File: src/rtl/adder_arbiter_pkg.sv
// Shared types and default sizes for the adder arbiter slice.
// Holds the FSM state enum and default requester/width constants.
package arb_pkg;

   localparam int ARB_N_REQ = 4;
   localparam int ARB_WIDTH = 32;

   typedef enum logic {
      ARB_IDLE,
      ARB_BUSY
   } arb_state_t;

endpackage

File: src/rtl/adder_arbiter_if.sv
// Request/response bundle between requesters and the adder arbiter.
// slave: arbiter side, master: requester/consumer side.
interface adder_arbiter_if
   import arb_pkg::*;
#(
   parameter int N_REQ = ARB_N_REQ,
   parameter int WIDTH = ARB_WIDTH,
   parameter int ID_W  = $clog2(N_REQ)
) ();

   logic [N_REQ-1:0]       req_valid;
   logic [N_REQ-1:0]       req_ready;
   logic [N_REQ*WIDTH-1:0] req_a;
   logic [N_REQ*WIDTH-1:0] req_b;
   logic                   rsp_valid;
   logic                   rsp_ready;
   logic [ID_W-1:0]        rsp_id;
   logic [WIDTH-1:0]       rsp_sum;
   logic                   rsp_carry;

   modport slave (
      input  req_valid, req_a, req_b, rsp_ready,
      output req_ready, rsp_valid, rsp_id,
      output rsp_sum, rsp_carry
   );

   modport master (
      output req_valid, req_a, req_b, rsp_ready,
      input  req_ready, rsp_valid, rsp_id,
      input  rsp_sum, rsp_carry
   );

endinterface

File: src/rtl/adder_arbiter_rr_arbiter.sv
// Round-robin pick: search starts after last and wraps.
// req: requests, last: previous winner, en: allow grant, gnt: one-hot.
module rr_arbiter #(
   parameter int N_REQ = 4,
   parameter int ID_W  = $clog2(N_REQ)
) (
   input  logic [N_REQ-1:0] req,
   input  logic [ID_W-1:0]  last,
   input  logic             en,
   output logic [N_REQ-1:0] gnt
);

   logic found;

   // outer loop walks priority order, inner loop keeps indices constant
   always_comb begin
      gnt   = '0;
      found = 1'b0;
      for (int k = 1; k <= N_REQ; k++) begin
         for (int i = 0; i < N_REQ; i++) begin
            if (en && !found && req[i] &&
                i == (int'(last) + k) % N_REQ) begin
               gnt[i] = 1'b1;
               found  = 1'b1;
            end
         end
      end
   end

endmodule

File: src/rtl/fulladder.sv
// Shared unsigned adder used by the datapath.
// a, b: operands; sum: low WIDTH bits; cout: bit WIDTH of the sum.
module fulladder #(
   parameter int WIDTH = 32
) (
   input  logic [WIDTH-1:0] a,
   input  logic [WIDTH-1:0] b,
   output logic [WIDTH-1:0] sum,
   output logic             cout
);

   // zero-extended add so the top bit is the unsigned carry
   assign {cout, sum} = {1'b0, a} + {1'b0, b};

endmodule

File: src/rtl/adder_arbiter.sv
// Shares one adder among N_REQ requesters, round-robin, one op/cycle.
// clk, rst (sync, active-high); bus: request/response bundle (slave).
module adder_arbiter
   import arb_pkg::*;
#(
   parameter int N_REQ = ARB_N_REQ,
   parameter int WIDTH = ARB_WIDTH,
   parameter int ID_W  = $clog2(N_REQ)
) (
   input  logic           clk,
   input  logic           rst,
   adder_arbiter_if.slave bus
);

   localparam logic [ID_W-1:0] LAST_RST = ID_W'(N_REQ - 1);

   arb_state_t       state;
   logic [ID_W-1:0]  last;
   logic [ID_W-1:0]  gidx;
   logic [ID_W-1:0]  id_q;
   logic [N_REQ-1:0] gnt;
   logic             free;
   logic             hs;
   logic [WIDTH-1:0] a_sel;
   logic [WIDTH-1:0] b_sel;
   logic [WIDTH-1:0] sum;
   logic [WIDTH-1:0] sum_q;
   logic             carry;
   logic             carry_q;
   logic             valid_q;

   // no grants while in reset so nothing is accepted and lost
   assign free = !rst &&
                 (state == ARB_IDLE || bus.rsp_ready);

   rr_arbiter #(
      .N_REQ (N_REQ),
      .ID_W  (ID_W)
   ) u_rr (
      .req  (bus.req_valid),
      .last (last),
      .en   (free),
      .gnt  (gnt)
   );

   // gnt is already qualified by req_valid
   assign hs = |gnt;

   always_comb begin
      gidx  = '0;
      a_sel = '0;
      b_sel = '0;
      for (int i = 0; i < N_REQ; i++) begin
         if (gnt[i]) begin
            gidx  = ID_W'(i);
            a_sel = bus.req_a[i*WIDTH +: WIDTH];
            b_sel = bus.req_b[i*WIDTH +: WIDTH];
         end
      end
   end

   fulladder #(
      .WIDTH (WIDTH)
   ) u_add (
      .a    (a_sel),
      .b    (b_sel),
      .sum  (sum),
      .cout (carry)
   );

   always_ff @(posedge clk) begin
      if (rst) begin
         state   <= ARB_IDLE;
         valid_q <= 1'b0;
         sum_q   <= '0;
         carry_q <= 1'b0;
         id_q    <= '0;
         last    <= LAST_RST;
      end else if (hs) begin
         state   <= ARB_BUSY;
         valid_q <= 1'b1;
         sum_q   <= sum;
         carry_q <= carry;
         id_q    <= gidx;
         last    <= gidx;
      end else if (state == ARB_BUSY &&
                   bus.rsp_ready) begin
         state   <= ARB_IDLE;
         valid_q <= 1'b0;
      end
   end

   assign bus.req_ready = gnt;
   assign bus.rsp_valid = valid_q;
   assign bus.rsp_sum   = sum_q;
   assign bus.rsp_carry = carry_q;
   assign bus.rsp_id    = id_q;

endmodule
File: src/flat_wrapper.sv
// flat-port wrapper written by rule: the top's interface ports become plain ports
module adder_arbiter_flat import arb_pkg::*;
#(
   parameter int N_REQ = ARB_N_REQ,
   parameter int WIDTH = ARB_WIDTH,
   parameter int ID_W  = $clog2(N_REQ)
)
  (clk, rst, bus_req_valid, bus_req_a, bus_req_b, bus_rsp_ready, bus_req_ready, bus_rsp_valid, bus_rsp_id, bus_rsp_sum, bus_rsp_carry);
  adder_arbiter_if #(.N_REQ(N_REQ), .WIDTH(WIDTH), .ID_W(ID_W)) bus_i ();
  input  logic clk;
  input  logic rst;
  input wire logic [$bits(bus_i.req_valid)-1:0] bus_req_valid;
  input wire logic [$bits(bus_i.req_a)-1:0] bus_req_a;
  input wire logic [$bits(bus_i.req_b)-1:0] bus_req_b;
  input wire logic [$bits(bus_i.rsp_ready)-1:0] bus_rsp_ready;
  output wire logic [$bits(bus_i.req_ready)-1:0] bus_req_ready;
  output wire logic [$bits(bus_i.rsp_valid)-1:0] bus_rsp_valid;
  output wire logic [$bits(bus_i.rsp_id)-1:0] bus_rsp_id;
  output wire logic [$bits(bus_i.rsp_sum)-1:0] bus_rsp_sum;
  output wire logic [$bits(bus_i.rsp_carry)-1:0] bus_rsp_carry;
  assign bus_i.req_valid = bus_req_valid;
  assign bus_i.req_a = bus_req_a;
  assign bus_i.req_b = bus_req_b;
  assign bus_i.rsp_ready = bus_rsp_ready;
  assign bus_req_ready = bus_i.req_ready;
  assign bus_rsp_valid = bus_i.rsp_valid;
  assign bus_rsp_id = bus_i.rsp_id;
  assign bus_rsp_sum = bus_i.rsp_sum;
  assign bus_rsp_carry = bus_i.rsp_carry;
  adder_arbiter #(.N_REQ(N_REQ), .WIDTH(WIDTH), .ID_W(ID_W)) u_core (.clk(clk), .rst(rst), .bus(bus_i));
endmodule
File: config.mk
export PLATFORM = sky130hd
export DESIGN_NAME = adder_arbiter_flat
export DESIGN_NICKNAME = d
export VERILOG_FILES = /design/src/rtl/adder_arbiter_pkg.sv /design/src/rtl/adder_arbiter_if.sv /design/src/rtl/adder_arbiter_rr_arbiter.sv /design/src/rtl/fulladder.sv /design/src/rtl/adder_arbiter.sv /design/src/flat_wrapper.sv
export SDC_FILE = /design/constraint.sdc
export NUM_CORES = 1
export LEC_CHECK = 0
export CORE_ASPECT_RATIO = 1.5
export CORE_MARGIN = 8
export CORE_UTILIZATION = 39
export CTS_BUF_LIST = sky130_fd_sc_hd__clkbuf_4
export DETAILED_ROUTE_END_ITERATION = 8
export PLACE_DENSITY = 0.89
export SYNTH_ARGS = -nofsm -noshare
export SYNTH_HDL_FRONTEND = slang
export SYNTH_SLANG_ARGS = --single-unit
File: constraint.sdc
create_clock -name clk -period 8 [get_ports clk]
set_input_delay 1.2 -clock clk [delete_from_list [all_inputs] [get_ports clk]]
set_output_delay 1.2 -clock clk [all_outputs]
set_load 0.05 [all_outputs]
==> results.env <==
SYN_AVG_CELL_AREA_SQ_UM=6.98
RESULT_OF_THE_RUN='finished, violations left'
TIMING.CRITICAL_PATH.SLOWEST_CELL_DELAY_NS=0.80
CLOCK_PATH_BUFFERS=2
DP_HPWL_UM=17400
POST_CTS_RESIZED=0
CORE-AREA_SQ_MM=0.0109
TIMING_MAX_TRANSITION_VIOLATIONS_FINAL=0
CTS_ROOT_BUF='sky130_fd_sc_hd__clkbuf_4'
WORST_TRAN_PIN_VALUE_NS=1.13
DESIGN.PORTCOUNT=303
NUM_VIAS=6070
FINAL_PERIOD_MINUS_WORST_SETUP_SLACK_NS=6.38
TIMING.FINAL.HOLD_VIOLATIONS=0
SYNTH-EDFF-COUNT=0
ANTENNA_FOUND_INITIAL=0
MAX_CAP_VIOL_COUNT=0
GRT_PASS1_WL_UM=32400
DRTITER0DRC=623
LAYOUT-AREA-OVERHEAD-VS-SYNTH_PCT=74.0
SYNTH_FF_TYPE='sky130_fd_sc_hd__dfxtp_1'
PLACE.GP.CONGESTION=0.923
START_UTIL=0.395
WORST-PATH-BUF-INV=4
FINAL-SETUP-VIOL-COUNT=0
PATH_CELLS='clkdlybuf4s50_1 > buf_4 > inv_1 > and2_1 > nand3_1 > a31oi_4 > buf_4 > a222oi_1 > mux2i_1 > ha_1 > or4_1 > o211ai_1 > a21oi_1 > o41ai_1 > nand2_1 > a31oi_1 > xor2_1 > o21ai_0'
FINISH.NET_COUNT=1183
ANTENNA-DIODE-COUNT=0
DETAIL_ROUTE.DRC_VIOLATIONS=1
CRIT_FANOUT=38
WP_DATA_ARRIVAL_NS=6.61
CLOCK_TREE_FROM_TRITONCTS='done'
DIE_Y_UM=145
MIN_HOLD_SLACK_NS=0.463
DIEAREA_SQ_MM=0.0147
CTS_INSERTED_BUFFERS=5
CTS_SINKS=38
FINALWIRELENGTH_UM=21200
PORTBUFFERS=302
PIN_COUNT_OF_THE_BIGGEST_NET_ENTERING_GLOBAL_ROUTING=50
LAYOUT.CELLS.MOST_COMMON='sky130_fd_sc_hd__clkdlybuf4s50_1'
P_PER_AREA_mW_PER_MM2=175
GRT_UTIL_ALL_LAYERS=0.279
MULTI_INPUT_COMBINATIONAL_CELL_AREA_SQ_MM=0.00332
FAILED_CHECKS='DRC'
CRITICAL-PATH-SLOWEST-CELL='sky130_fd_sc_hd__a31oi_4'
UNREPAIRED_SETUP_ENDPOINTS_AFTER_GLOBAL_ROUTING='false'
CRITICAL_PATH.STARTPOINT_TYPE='primary input'
COMMONEST_NON_FILL_NON_TAP_CELLS_IN_THE_LAYOUT='sky130_fd_sc_hd__clkdlybuf4s50_1, sky130_fd_sc_hd__nand2_1, sky130_fd_sc_hd__a222oi_1, sky130_fd_sc_hd__a21oi_1, sky130_fd_sc_hd__dfxtp_1'
SYNTH_CELL_TYPE_COUNT=53
DETAIL-ROUTE-ANTENNA-NETS=0
GRT_OVERFLOW_TOTAL=0
SEQ_AREA_FRAC_SYNTH=0.177
VIAS_IN_THE_FIRST_GLOBAL_ROUTE=6286
SYNTH.NET_COUNT=911
SYN_INST=615
FINAL_LAYOUT_SIZE_SUFFIX_GT1_FRAC=0.0248
TIMING.FINAL.CRIT_SHARE=0.798
N_FILL_CELL=924
DIE_X_UM=102
POWER.STATIC_LEAKAGE_nW=3.08
ROUTE.DETAILED.VIAS_PER_INST=5.86
HP-CLASS='register to register'
FINAL.SETUP.TNS_NS=0
HIGHEST_IR_DROP_SEEN_ON_VDD_mV=0.0908
SYNTH-WARNING-COUNT=0
ASYNC_FLOP_SHARE=0
REGAREA_SQ_UM=761
DRT_PASS1_ITERATIONS=9
CRITICAL_PATH.TOP_DELAY_FAMILY='compound AO/OA/AOI/OAI gates'
WORSTSETUPENDPOINTTYPE='register'
CLK_LATENCY_NS=0.35
HTREEDEPTH=2
CRIT_TOP_CELL='sky130_fd_sc_hd__buf_4'
NETLIST_AREA_SQ_MM=0.00430
CTS.REPAIR_TIMING.SETUP_BUFFER_COUNT=0
MAXCLOCKFREQUENCY_GHz=0.157
CLOCK-SKEW-FINAL_NS=0.00982
FLOP_AND_LATCH_COUNT_OUT_OF_SYNTHESIS=38
ROUTEDWLPERCELL_UM=20.5
CRIT_REQUIRED_NS=8.23
TIMING_WORST_SETUP_PATH_TYPE='primary input to register'
NUMBER_OF_HOLD_BUFFERS_ADDED_AFTER_CTS=0
PLACEMENT_ROWS=47
SLEW-LIMIT-HEADROOM=0.247
CLKTRANSATPATHREGS_NS=0.13
[worst paths after layout]
path	startpoint	to	slack [ns]	depth (start not counted)
worst max register to register	u_core.last[1]	u_core.bus.rsp_sum[26]	2.72	16
worst min-delay path	u_core.bus.rsp_sum[12]	u_core.bus.rsp_sum[12]	0.46	2
worst max-delay path	rst	u_core.bus.rsp_sum[26]	1.62	18
worst min register to register	u_core.bus.rsp_sum[12]	u_core.bus.rsp_sum[12]	0.46	2
[kinds of logic (layout without fill, tap and decap cells)]
kind of cell             count (synthesis)  count (layout)  synth area share
AO/OA/AOI/OAI                          206             206             0.362
AND/OR/NAND/NOR                        248             248             0.241
flip-flops                              38              38             0.177
multiplexers                             6               6            0.0140
buffers and inverters                   58             331            0.0545
XOR/XNOR                                26              26            0.0530
adder cells (fa/ha/maj)                 33              33            0.0979
[metal layers]
metal	track usage	share of wire
met2	0.534	0.54
met3	0.0761	0.098
met5	0	0
met1	0.270	0.33
met4	0.106	0.034
[flip-flops by register name, summed over array words and instances, names as in the netlist]
register and flops:
u_core.bus.rsp_sum 32, u_core.bus.rsp_id 2, u_core.bus.rsp_carry 1, u_core.state 1, u_core.last 2
[worst reg2reg max path: stages, from the launching register on]
cell and delay [ns]:
sky130_fd_sc_hd__dfxtp_1 0.58, sky130_fd_sc_hd__nor3b_1 0.26, sky130_fd_sc_hd__o21ai_1 0.16, sky130_fd_sc_hd__a22oi_1 0.21
sky130_fd_sc_hd__o211a_2 0.93, sky130_fd_sc_hd__buf_4 0.42, sky130_fd_sc_hd__a222oi_1 0.11, sky130_fd_sc_hd__nand2_1 0.11
sky130_fd_sc_hd__ha_1 0.28, sky130_fd_sc_hd__or4_1 0.52, sky130_fd_sc_hd__o211ai_1 0.11, sky130_fd_sc_hd__a21oi_1 0.08
sky130_fd_sc_hd__o41ai_1 0.59, sky130_fd_sc_hd__nand2_1 0.21, sky130_fd_sc_hd__a31oi_1 0.34, sky130_fd_sc_hd__xor2_1 0.17
sky130_fd_sc_hd__o21ai_0 0.09
[metrics by stage]
| stage | cell area, sq um | std cells | setup slack (ns) | power (W) | utilization |
|---|---|---|---|---|---|
| after CTS | 7470 | 1035 | 1.69 | 0.00131 | 0.687 |
| after floorplan | 4300 | 615 | 2.93 | 0.000823 | - |
| after global placement | 7390 | 1027 | 1.57 | 0.00116 | 0.679 |
| final | 7470 | 1035 | 1.62 | 0.00131 | 0.687 |
| after detailed placement | 7390 | 1027 | 1.36 | 0.00117 | 0.679 |
| after global routing | 7470 | 1035 | 1.26 | 0.00139 | 0.687 |
[Yosys cell counts, types with 3 or more instances]
library cell | count | share of area
sky130_fd_sc_hd__a222oi_1 | 64 | 0.15
sky130_fd_sc_hd__nand3_1 | 7 | 0.0082
sky130_fd_sc_hd__o21ai_0 | 26 | 0.030
sky130_fd_sc_hd__a21oi_1 | 44 | 0.051
sky130_fd_sc_hd__buf_2 | 7 | 0.0082
sky130_fd_sc_hd__clkbuf_1 | 30 | 0.026
sky130_fd_sc_hd__dfxtp_1 | 38 | 0.18
sky130_fd_sc_hd__inv_1 | 15 | 0.013
sky130_fd_sc_hd__buf_1 | 5 | 0.0044
sky130_fd_sc_hd__and2_1 | 5 | 0.0073
sky130_fd_sc_hd__o211a_1 | 3 | 0.0070
sky130_fd_sc_hd__o21bai_1 | 6 | 0.010
sky130_fd_sc_hd__o211ai_1 | 3 | 0.0052
sky130_fd_sc_hd__ha_1 | 32 | 0.093
sky130_fd_sc_hd__xor2_1 | 11 | 0.022
sky130_fd_sc_hd__a211oi_1 | 12 | 0.021
sky130_fd_sc_hd__a21o_1 | 8 | 0.014
sky130_fd_sc_hd__a211o_1 | 5 | 0.010
sky130_fd_sc_hd__xnor2_1 | 15 | 0.031
sky130_fd_sc_hd__a31oi_1 | 6 | 0.0087
sky130_fd_sc_hd__nor2_1 | 32 | 0.028
sky130_fd_sc_hd__nand4_1 | 6 | 0.0087
sky130_fd_sc_hd__nand2_1 | 174 | 0.15
sky130_fd_sc_hd__and4_1 | 3 | 0.0061
sky130_fd_sc_hd__a21boi_0 | 3 | 0.0052
sky130_fd_sc_hd__o31ai_1 | 3 | 0.0052
sky130_fd_sc_hd__o21a_1 | 7 | 0.012
sky130_fd_sc_hd__mux2i_1 | 6 | 0.014
sky130_fd_sc_hd__nor3_1 | 7 | 0.0082
[power breakdown]
part | total, W | switching (W) | leakage (nW) | internal (W)
Clock | 0.000133 | 0.0000675 | 0.0374 | 0.0000655
Combinational | 0.000912 | 0.000529 | 2.73 | 0.000383
Sequential | 0.000265 | 0.0000316 | 0.312 | 0.000234
[area by class of cell]
class / count / area share
Inverter: 15 / 0.00753
Timing Repair Buffer: 308 / 0.410
Multi-Input combinational cell: 519 / 0.445
Clock buffer: 5 / 0.00502
Tap cell: 147 / 0.0246
Sequential cell: 38 / 0.102
Clock inverter: 3 / 0.00603
Note: power is estimated with default switching activity, not from simulation.
